$ cat config.mk
export PLATFORM = sky130hd
export DESIGN_NAME = e1ofn_rtl_bridge
export DESIGN_NICKNAME = d
export VERILOG_FILES = /design/src/rtl/e1ofn_rtl_bridge.sv
export SDC_FILE = /design/constraint.sdc
export NUM_CORES = 1
export LEC_CHECK = 0
export CAP_MARGIN = 20
export CORE_ASPECT_RATIO = 0.8
export CORE_MARGIN = 3
export CORE_UTILIZATION = 53
export CTS_CLUSTER_SIZE = 20
export DETAILED_ROUTE_END_ITERATION = 16
export PLACE_DENSITY = 0.83
export SETUP_SLACK_MARGIN = 0.2
export SLEW_MARGIN = 15
export SYNTH_ARGS = -nofsm -noshare
export SYNTH_HDL_FRONTEND = slang
export SYNTH_SLANG_ARGS = --single-unit
$ cat constraint.sdc
create_clock -name CLK -period 6.2 [get_ports CLK]
set_clock_uncertainty 0.05 [all_clocks]
set_input_delay 1.24 -clock CLK [delete_from_list [all_inputs] [get_ports CLK]]
set_output_delay 1.24 -clock CLK [all_outputs]
set_load 0.01 [all_outputs]
$ cat src/rtl/e1ofn_rtl_bridge.sv
// Bridge between M-digit enable-1-of-N four-phase channels and clocked valid/ready streams.
// The receive and send halves are independent and share only the clock and reset.
//
// rx state        | meaning
// RX_WAIT_DATA    | waiting for every synchronised digit to be complete
// RX_WAIT_NEUTRAL | word captured, waiting for all rails to return to zero
//
// tx state        | meaning
// TX_IDLE         | snd_ready high, waiting for a word
// TX_WAIT_EN      | word latched, waiting for synchronised out_e high
// TX_WAIT_ACK     | rails driven, waiting for synchronised out_e low
module e1ofn_rtl_bridge #(
  parameter  int M = 9,
  parameter  int N = 2,
  localparam int B = $clog2(N),
  localparam int W = M * B
) (
  input  logic             CLK,
  input  logic             RESET,
  input  logic [M*N-1:0]   in_rails,
  output logic             in_e,
  output logic [W-1:0]     rcv_data,
  output logic             rcv_valid,
  input  logic             rcv_ready,
  output logic [M*N-1:0]   out_rails,
  input  logic             out_e,
  input  logic [W-1:0]     snd_data,
  input  logic             snd_valid,
  output logic             snd_ready
);

  typedef enum logic {
    RX_WAIT_DATA,
    RX_WAIT_NEUTRAL
  } rx_state_t;

  typedef enum logic [1:0] {
    TX_IDLE,
    TX_WAIT_EN,
    TX_WAIT_ACK
  } tx_state_t;

  localparam logic [N-1:0] DIG_ONE = {{(N-1){1'b0}}, 1'b1};

  rx_state_t rx_state_q, rx_state_d;
  tx_state_t tx_state_q, tx_state_d;

  logic [M*N-1:0] in_s1_q, in_s1_d;
  logic [M*N-1:0] in_s2_q, in_s2_d;
  logic           oute_s1_q, oute_s1_d;
  logic           oute_s2_q, oute_s2_d;

  logic           in_e_q, in_e_d;
  logic           rcv_valid_q, rcv_valid_d;
  logic [W-1:0]   rcv_data_q, rcv_data_d;

  logic           snd_ready_q, snd_ready_d;
  logic [W-1:0]   tx_word_q, tx_word_d;
  logic [M*N-1:0] out_rails_q, out_rails_d;

  logic [M-1:0]   dig_complete;
  logic [W-1:0]   rx_word;
  logic [N-1:0]   dig;
  logic           all_complete;
  logic           all_neutral;
  logic           rcv_full_next;

  // Saturating one-hot encoder: values beyond the rail count map to the top rail.
  function automatic logic [M*N-1:0] encode(input logic [W-1:0] w);
    logic [M*N-1:0] r;
    logic [B-1:0]   v;
    int             idx;
    r = '0;
    for (int i = 0; i < M; i++) begin
      v   = w[i*B +: B];
      idx = (int'(v) >= N) ? (N - 1) : int'(v);
      r[i*N + idx] = 1'b1;
    end
    return r;
  endfunction

  always_comb begin
    in_s1_d   = in_rails;
    in_s2_d   = in_s1_q;
    oute_s1_d = out_e;
    oute_s2_d = oute_s1_q;
  end

  // Multi-hot digits are treated as incomplete, so a rail glitch cannot be captured.
  always_comb begin
    dig_complete = '0;
    rx_word      = '0;
    dig          = '0;
    for (int i = 0; i < M; i++) begin
      dig = in_s2_q[i*N +: N];
      dig_complete[i] = (dig != '0) && ((dig & (dig - DIG_ONE)) == '0);
      for (int j = 0; j < N; j++) begin
        if (dig[j]) begin
          rx_word[i*B +: B] = B'(j);
        end
      end
    end
  end

  assign all_complete  = &dig_complete;
  assign all_neutral   = (in_s2_q == '0);
  assign rcv_full_next = rcv_valid_q && !rcv_ready;

  always_comb begin
    rx_state_d  = rx_state_q;
    rcv_valid_d = rcv_full_next;
    rcv_data_d  = rcv_data_q;
    in_e_d      = 1'b0;
    case (rx_state_q)
      RX_WAIT_DATA: begin
        if (!rcv_valid_q && all_complete) begin
          rcv_data_d  = rx_word;
          rcv_valid_d = 1'b1;
          in_e_d      = 1'b0;
          rx_state_d  = RX_WAIT_NEUTRAL;
        end else begin
          in_e_d = !rcv_full_next;
        end
      end
      RX_WAIT_NEUTRAL: begin
        if (all_neutral) begin
          in_e_d     = !rcv_full_next;
          rx_state_d = RX_WAIT_DATA;
        end
      end
      default: begin
        rx_state_d = RX_WAIT_DATA;
      end
    endcase
  end

  always_comb begin
    tx_state_d  = tx_state_q;
    snd_ready_d = snd_ready_q;
    tx_word_d   = tx_word_q;
    out_rails_d = out_rails_q;
    case (tx_state_q)
      TX_IDLE: begin
        snd_ready_d = 1'b1;
        if (snd_valid && snd_ready_q) begin
          tx_word_d   = snd_data;
          snd_ready_d = 1'b0;
          tx_state_d  = TX_WAIT_EN;
        end
      end
      TX_WAIT_EN: begin
        snd_ready_d = 1'b0;
        if (oute_s2_q) begin
          out_rails_d = encode(tx_word_q);
          tx_state_d  = TX_WAIT_ACK;
        end
      end
      TX_WAIT_ACK: begin
        snd_ready_d = 1'b0;
        if (!oute_s2_q) begin
          out_rails_d = '0;
          snd_ready_d = 1'b1;
          tx_state_d  = TX_IDLE;
        end
      end
      default: begin
        out_rails_d = '0;
        snd_ready_d = 1'b0;
        tx_state_d  = TX_IDLE;
      end
    endcase
  end

  always_ff @(posedge CLK or posedge RESET) begin
    if (RESET) begin
      in_s1_q     <= '0;
      in_s2_q     <= '0;
      oute_s1_q   <= 1'b0;
      oute_s2_q   <= 1'b0;
      rx_state_q  <= RX_WAIT_DATA;
      in_e_q      <= 1'b0;
      rcv_valid_q <= 1'b0;
      rcv_data_q  <= '0;
      tx_state_q  <= TX_IDLE;
      snd_ready_q <= 1'b0;
      tx_word_q   <= '0;
      out_rails_q <= '0;
    end else begin
      in_s1_q     <= in_s1_d;
      in_s2_q     <= in_s2_d;
      oute_s1_q   <= oute_s1_d;
      oute_s2_q   <= oute_s2_d;
      rx_state_q  <= rx_state_d;
      in_e_q      <= in_e_d;
      rcv_valid_q <= rcv_valid_d;
      rcv_data_q  <= rcv_data_d;
      tx_state_q  <= tx_state_d;
      snd_ready_q <= snd_ready_d;
      tx_word_q   <= tx_word_d;
      out_rails_q <= out_rails_d;
    end
  end

  assign in_e      = in_e_q;
  assign rcv_valid = rcv_valid_q;
  assign rcv_data  = rcv_data_q;
  assign snd_ready = snd_ready_q;
  assign out_rails = out_rails_q;

endmodule

==> results.yml, run 1 <==
detailed_routing:
  wl_per_cell_um: 14.8
  drtIter0Drc: 57
  drt_wl_total_mm: 4.67
  drc_errors: 0
  ant_nets: 0
  firstDrtPassIters: 4
  num_vias: 1530
  via_per_inst: 4.86
worst_setup_path:
  arrival_ps: 1310
  cpMaxStageDelayCell: "clkdlybuf4s50_1"
  required_ps: 4910
  critPathTopFamily: "buffers and inverters"
  setup.worst_path.class: "flop to primary output"
  cp_max_fo: 3
  cp.buffers_inverters: 1
  start_kind: "flop"
  end_kind: "primary output"
  crit_chain: "clkdlybuf4s50_1"
  slowest_delay_ps: 570
timing:
  fin_crit_ps: 2600
  finalSetupTns_ps: 0
  drv_slew: 0
  fmax_ghz: 0.384
  hold_viol: 0
  whs_ps: 297
  rsz0062_at_grt: "false"
  fin_crit_sh: 0.420
  slew-limit-headroom: 0.363
  setup_viol: 0
  tightest_slew_ps: 956
power:
  vdd_drop_max_v: 0.000252
  power.density_nw_per_um2: 391
  p_leak_nw: 1.69
global_route:
  grt_first_pass_wirelength_mm: 7.91
  grt.overflow.total: 0
  grt_use_total: 0.172
  grt_pass1_vias: 1604
  antenna_found_initial: 0
  grt_max_degree: 81
synthesis:
  yosys-top-cells-area: "dfrtp_1, mux2_2, ha_1, mux2_4, a22o_1"
  synth_top_area_share: 0.713
  synth-edff-count: 0
  syn-num-nets: 222
  syn_area_per_cell_um2: 15.5
  syn-cell-area_um2: 2810
  ys_dominant_reg_cell: "dfrtp_1"
  ys_seq_elements: 80
  postSynthCellCount: 181
  yosysUniqueCellTypes: 27
  synth_top_cell_by_area: "dfrtp_1"
  yosysSeqAreaShare: 0.713
  ys_warn_count: 0
  ys_async_sr_fraction: 1.00
cts:
  cts-buffers-inserted: 9
  htree_levels: 3
  cts_resized: 0
  clkLatencyLatePin_ps: 330
  cts_tree: "done"
  clock-sinks: 80
  cts-root-buf: "clkbuf_8"
  hold_buffers: 0
  post-cts-setup-buffers: 0
  clock_path_buffers: 2
  path_clk_slew_ps: 70
finish:
  drive_above_1_share: 0.150
  nets: 290
  antenna_cells: 0
  area_growth_pct: 30.1
placement:
  port_buffers: 61
  dp_hpwl_mm: 3.28
  place.gp.congestion: 0.724
run:
  maxCapViolCount: 0
die:
  fp.dieH_um: 71.1
  core_area_um2: 5060
  die_w_um: 87.4
  die-area_um2: 6210
  start_util: 0.554
  ios: 62
  rows: 23
worst_hold_path:
  hp-class: "flop to flop"
outcome:
  outcome: "finished clean"
[kinds of logic (layout without fill, tap and decap cells)]
group | count (synthesis) | in the layout | share of synthesized area
simple gates | 28 | 28 | 0.0651
flops | 80 | 80 | 0.713
xor+xnor | 1 | 1 | 0.00312
fa+ha+maj | 9 | 9 | 0.0401
compound gates | 20 | 20 | 0.0495
buf+inv | 24 | 96 | 0.0397
mux | 19 | 19 | 0.0896
[state kept, by name, summed over array words and instances (netlist names), 2 cells and up]
name	flops
rcv_data	9
in_s1_q	18
tx_state_q	2
in_s2_q	18
tx_word_q	9
out_rails	18
[final timing paths]
path	from	end	slack [ps]	cells past startpoint
worst max-delay path	rcv_valid	rcv_valid	3600	1
worst min-delay path	in_s1_q[7]	in_s2_q[7]	300	0
worst max register to register	in_s2_q[17]	rcv_data[5]	3980	5
worst min register to register	in_s1_q[7]	in_s2_q[7]	300	0
max in group asynchronous	RESET	in_s1_q[3]	3980	3
min in group asynchronous	RESET	in_s2_q[1]	1520	3
[per-layer routing]
layer | vias up | GRT usage | routed length, um
met4 | 0 | 0.0716 | 71
met3 | 7 | 0.0489 | 204
li1 | 737 | - | -
met1 | 754 | 0.239 | 2120
met5 | - | 0 | 0
met2 | 32 | 0.255 | 2270
[area by class of cell]
cell class	instances	area, um^2
clock buffers	12	145
clock inverters	3	42.5
fillers	372	1410
inverters	19	72.6
multi-input cells	77	694
flip-flops and latches	80	2000
well taps	62	77.6
repair buffers	62	618
[Yosys cell counts, drive strengths merged (2+ instances only)]
cell type  instances
o21ai              9
nand2             11
a22o               9
nand4              3
ha                 9
buf                5
nand2b             4
inv               19
dfrtp             80
mux2              18
and3b              2
[per-stage QoR]
stage | std cells | util | total power [W] | setup slack [ps] | cell area (um^2)
6_report | 315 | 0.721 | 0.00143 | 3600 | 3650
5_1_grt | 315 | 0.721 | 0.00152 | 3560 | 3650
4_1_cts | 315 | 0.721 | 0.00145 | 3570 | 3650
3_5_place_dp | 300 | 0.684 | 0.00108 | 3430 | 3460
3_3_place_gp | 300 | 0.684 | 0.00107 | 3450 | 3460
2_1_floorplan | 181 | - | 0.000909 | 2860 | 2810
[cells in the final DEF (no fill, tap or decap), types with 2 or more instances in the layout]
cell type	Yosys	routed
nand2_1	11	11
clkbuf_8	0	10
clkdlybuf4s50_1	0	61
dfrtp_1	80	80
clkbuf_1	0	2
nand4_1	2	2
and3b_1	2	2
mux2_4	7	7
inv_1	19	18
nand2b_1	4	4
clkinv_2	0	2
a22o_1	9	9
ha_1	9	9
o21ai_0	9	9
mux2_2	11	11
[power breakdown]
group / internal [W] / switching (W)
registers: 0.000633 / 0.0000775
clock network: 0.000195 / 0.000166
logic: 0.000214 / 0.000145
(Power assumes the default switching activity.)
==> inputs of run 2 (changes only) <==
CORE_UTILIZATION = 49   (was 53)
PLACE_DENSITY = 0.78   (was 0.83)
clock period = 2.7 ns   (was 6.2 ns; I/O delays follow)
==> results.yml, run 2 (synthesized netlist as in run 1, its figures left out) <==
global_route:
  grt_max_degree: 81
  antenna_found_initial: 0
  grt_use_total: 0.156
  grt.overflow.total: 0
  grt_first_pass_wirelength_mm: 7.78
  grt_pass1_vias: 1583
detailed_routing:
  num_vias: 1535
  drc_errors: 0
  drt_wl_total_mm: 4.56
  ant_nets: 0
  wl_per_cell_um: 13.8
  firstDrtPassIters: 4
  via_per_inst: 4.65
  drtIter0Drc: 64
die:
  die_w_um: 90.6
  die-area_um2: 6680
  start_util: 0.533
  ios: 62
  fp.dieH_um: 73.7
  core_area_um2: 5270
  rows: 23
finish:
  drive_above_1_share: 0.161
  fillers: 381
  nets: 291
  final_cell_mix: "dfrtp_1, clkdlybuf4s50_1, inv_1"
  antenna_cells: 0
  area_growth_pct: 31.8
  layout_commonest_cell: "dfrtp_1"
worst_setup_path:
  cp_max_fo: 8
  arrival_ps: 2260
  critPathTopFamily: "simple AND/OR/NAND/NOR gates"
  crit_chain: "inv_1, ha_1, nand4_2, nor4_4, buf_4, mux2_2"
  slowest_delay_ps: 490
  setup.worst_path.class: "flop to flop"
  r2r_cells: 6
  cp.buffers_inverters: 2
  end_kind: "flop"
  cpMaxStageDelayCell: "nor4_4"
  start_kind: "flop"
  rr_startpoint: "in_s2_q[17]"
  required_ps: 2880
  crit_start: "in_s2_q[17]"
  regToRegEndpoint: "rcv_data[5]"
  r2r_slack_ps: 620
timing:
  rsz0062_at_grt: "false"
  drv_slew: 0
  finalSetupTns_ps: 0
  fin_ws_ps: 617
  fin_crit_ps: 2080
  hold_viol: 0
  setup_viol: 0
  slew-limit-headroom: 0.624
  fmax_ghz: 0.480
  fin_crit_sh: 0.772
  tightest_slew_ps: 552
outcome:
  outcome: "finished clean"
run:
  maxCapViolCount: 0
worst_hold_path:
  hold_depth: 0
  min_delay_worst_endpoint: "in_s2_q[4]"
  min_from: "in_s1_q[4]"
  hp-class: "flop to flop"
cts:
  cts-buffers-inserted: 9
  post-cts-setup-buffers: 0
  clkLatencyLatePin_ps: 340
  clock-sinks: 80
  path_clk_slew_ps: 70
  cts-root-buf: "clkbuf_8"
  hold_buffers: 0
  htree_levels: 3
  cts_tree: "done"
  clock_path_buffers: 2
  cts_resized: 0
placement:
  place.gp.congestion: 0.742
  post-place-ws_ps: 601
  dp_hpwl_mm: 3.27
  port_buffers: 61
power:
  power.density_nw_per_um2: 891
  p_leak_nw: 1.71
  vdd_drop_max_v: 0.000557
## run 2: cell types whose count changed in the layout (fill, tap and decap cells not counted)
cell        change
clkinv_4        +1
clkbuf_1        -1
buf_12          +1
clkinvlp_4      +1
## run 2: worst max path at each step
stage                        end  slack [ps]  cells past startpoint
finish               rcv_data[5]         620                      6
global route         rcv_data[5]         510                      6
CTS                  rcv_data[5]         590                      6
detailed placement  tx_word_q[7]         600                      4
global placement     rcv_data[5]         620                      6
floorplan            rcv_data[0]         960                      6
## run 2: worst register-to-register path, cell delays in order, from the launching register on
cell and delay [ps]:
dfrtp_1 350, inv_1 50, ha_1 300, nand4_2 130, nor4_4 490, buf_4 270
mux2_2 340
## run 2: through the flow
| step | total power (W) | instances | hold slack [ps] | cell area, um^2 | util |
|---|---|---|---|---|---|
| finish | 0.00330 | 330 | 299 | 3700 | 0.703 |
| floorplan | 0.00209 | 181 | 281 | 2810 | - |
| global route | 0.00350 | 330 | 304 | 3700 | 0.703 |
| detailed placement | 0.00249 | 314 | 285 | 3500 | 0.665 |
| global placement | 0.00246 | 314 | 282 | 3500 | 0.665 |
| CTS | 0.00335 | 330 | 299 | 3700 | 0.703 |
## run 2: metal layers
layer,vias to the layer above,share of wire,track usage
met4,0,0.016,0.0645
met3,9,0.054,0.0635
met1,745,0.45,0.197
li1,744,-,-
met2,37,0.48,0.244
met5,-,0,0
## run 2: area by class of cell
type                       instances  area [um^2]  area share
sequential                        80         2000       0.541
clock buffer                      11          141      0.0382
clock inverter                     5         56.3      0.0152
tap                               75         93.8      0.0254
inverter                          19         75.1      0.0203
multi-input combinational         77          694       0.188
timing repair buffer              63          638       0.172
## run 2: where the power goes
part	internal (W)	total (W)	switching, W
combinational	0.000492	0.000827	0.000335
clock	0.000450	0.000842	0.000392
sequential	0.00145	0.00163	0.000177
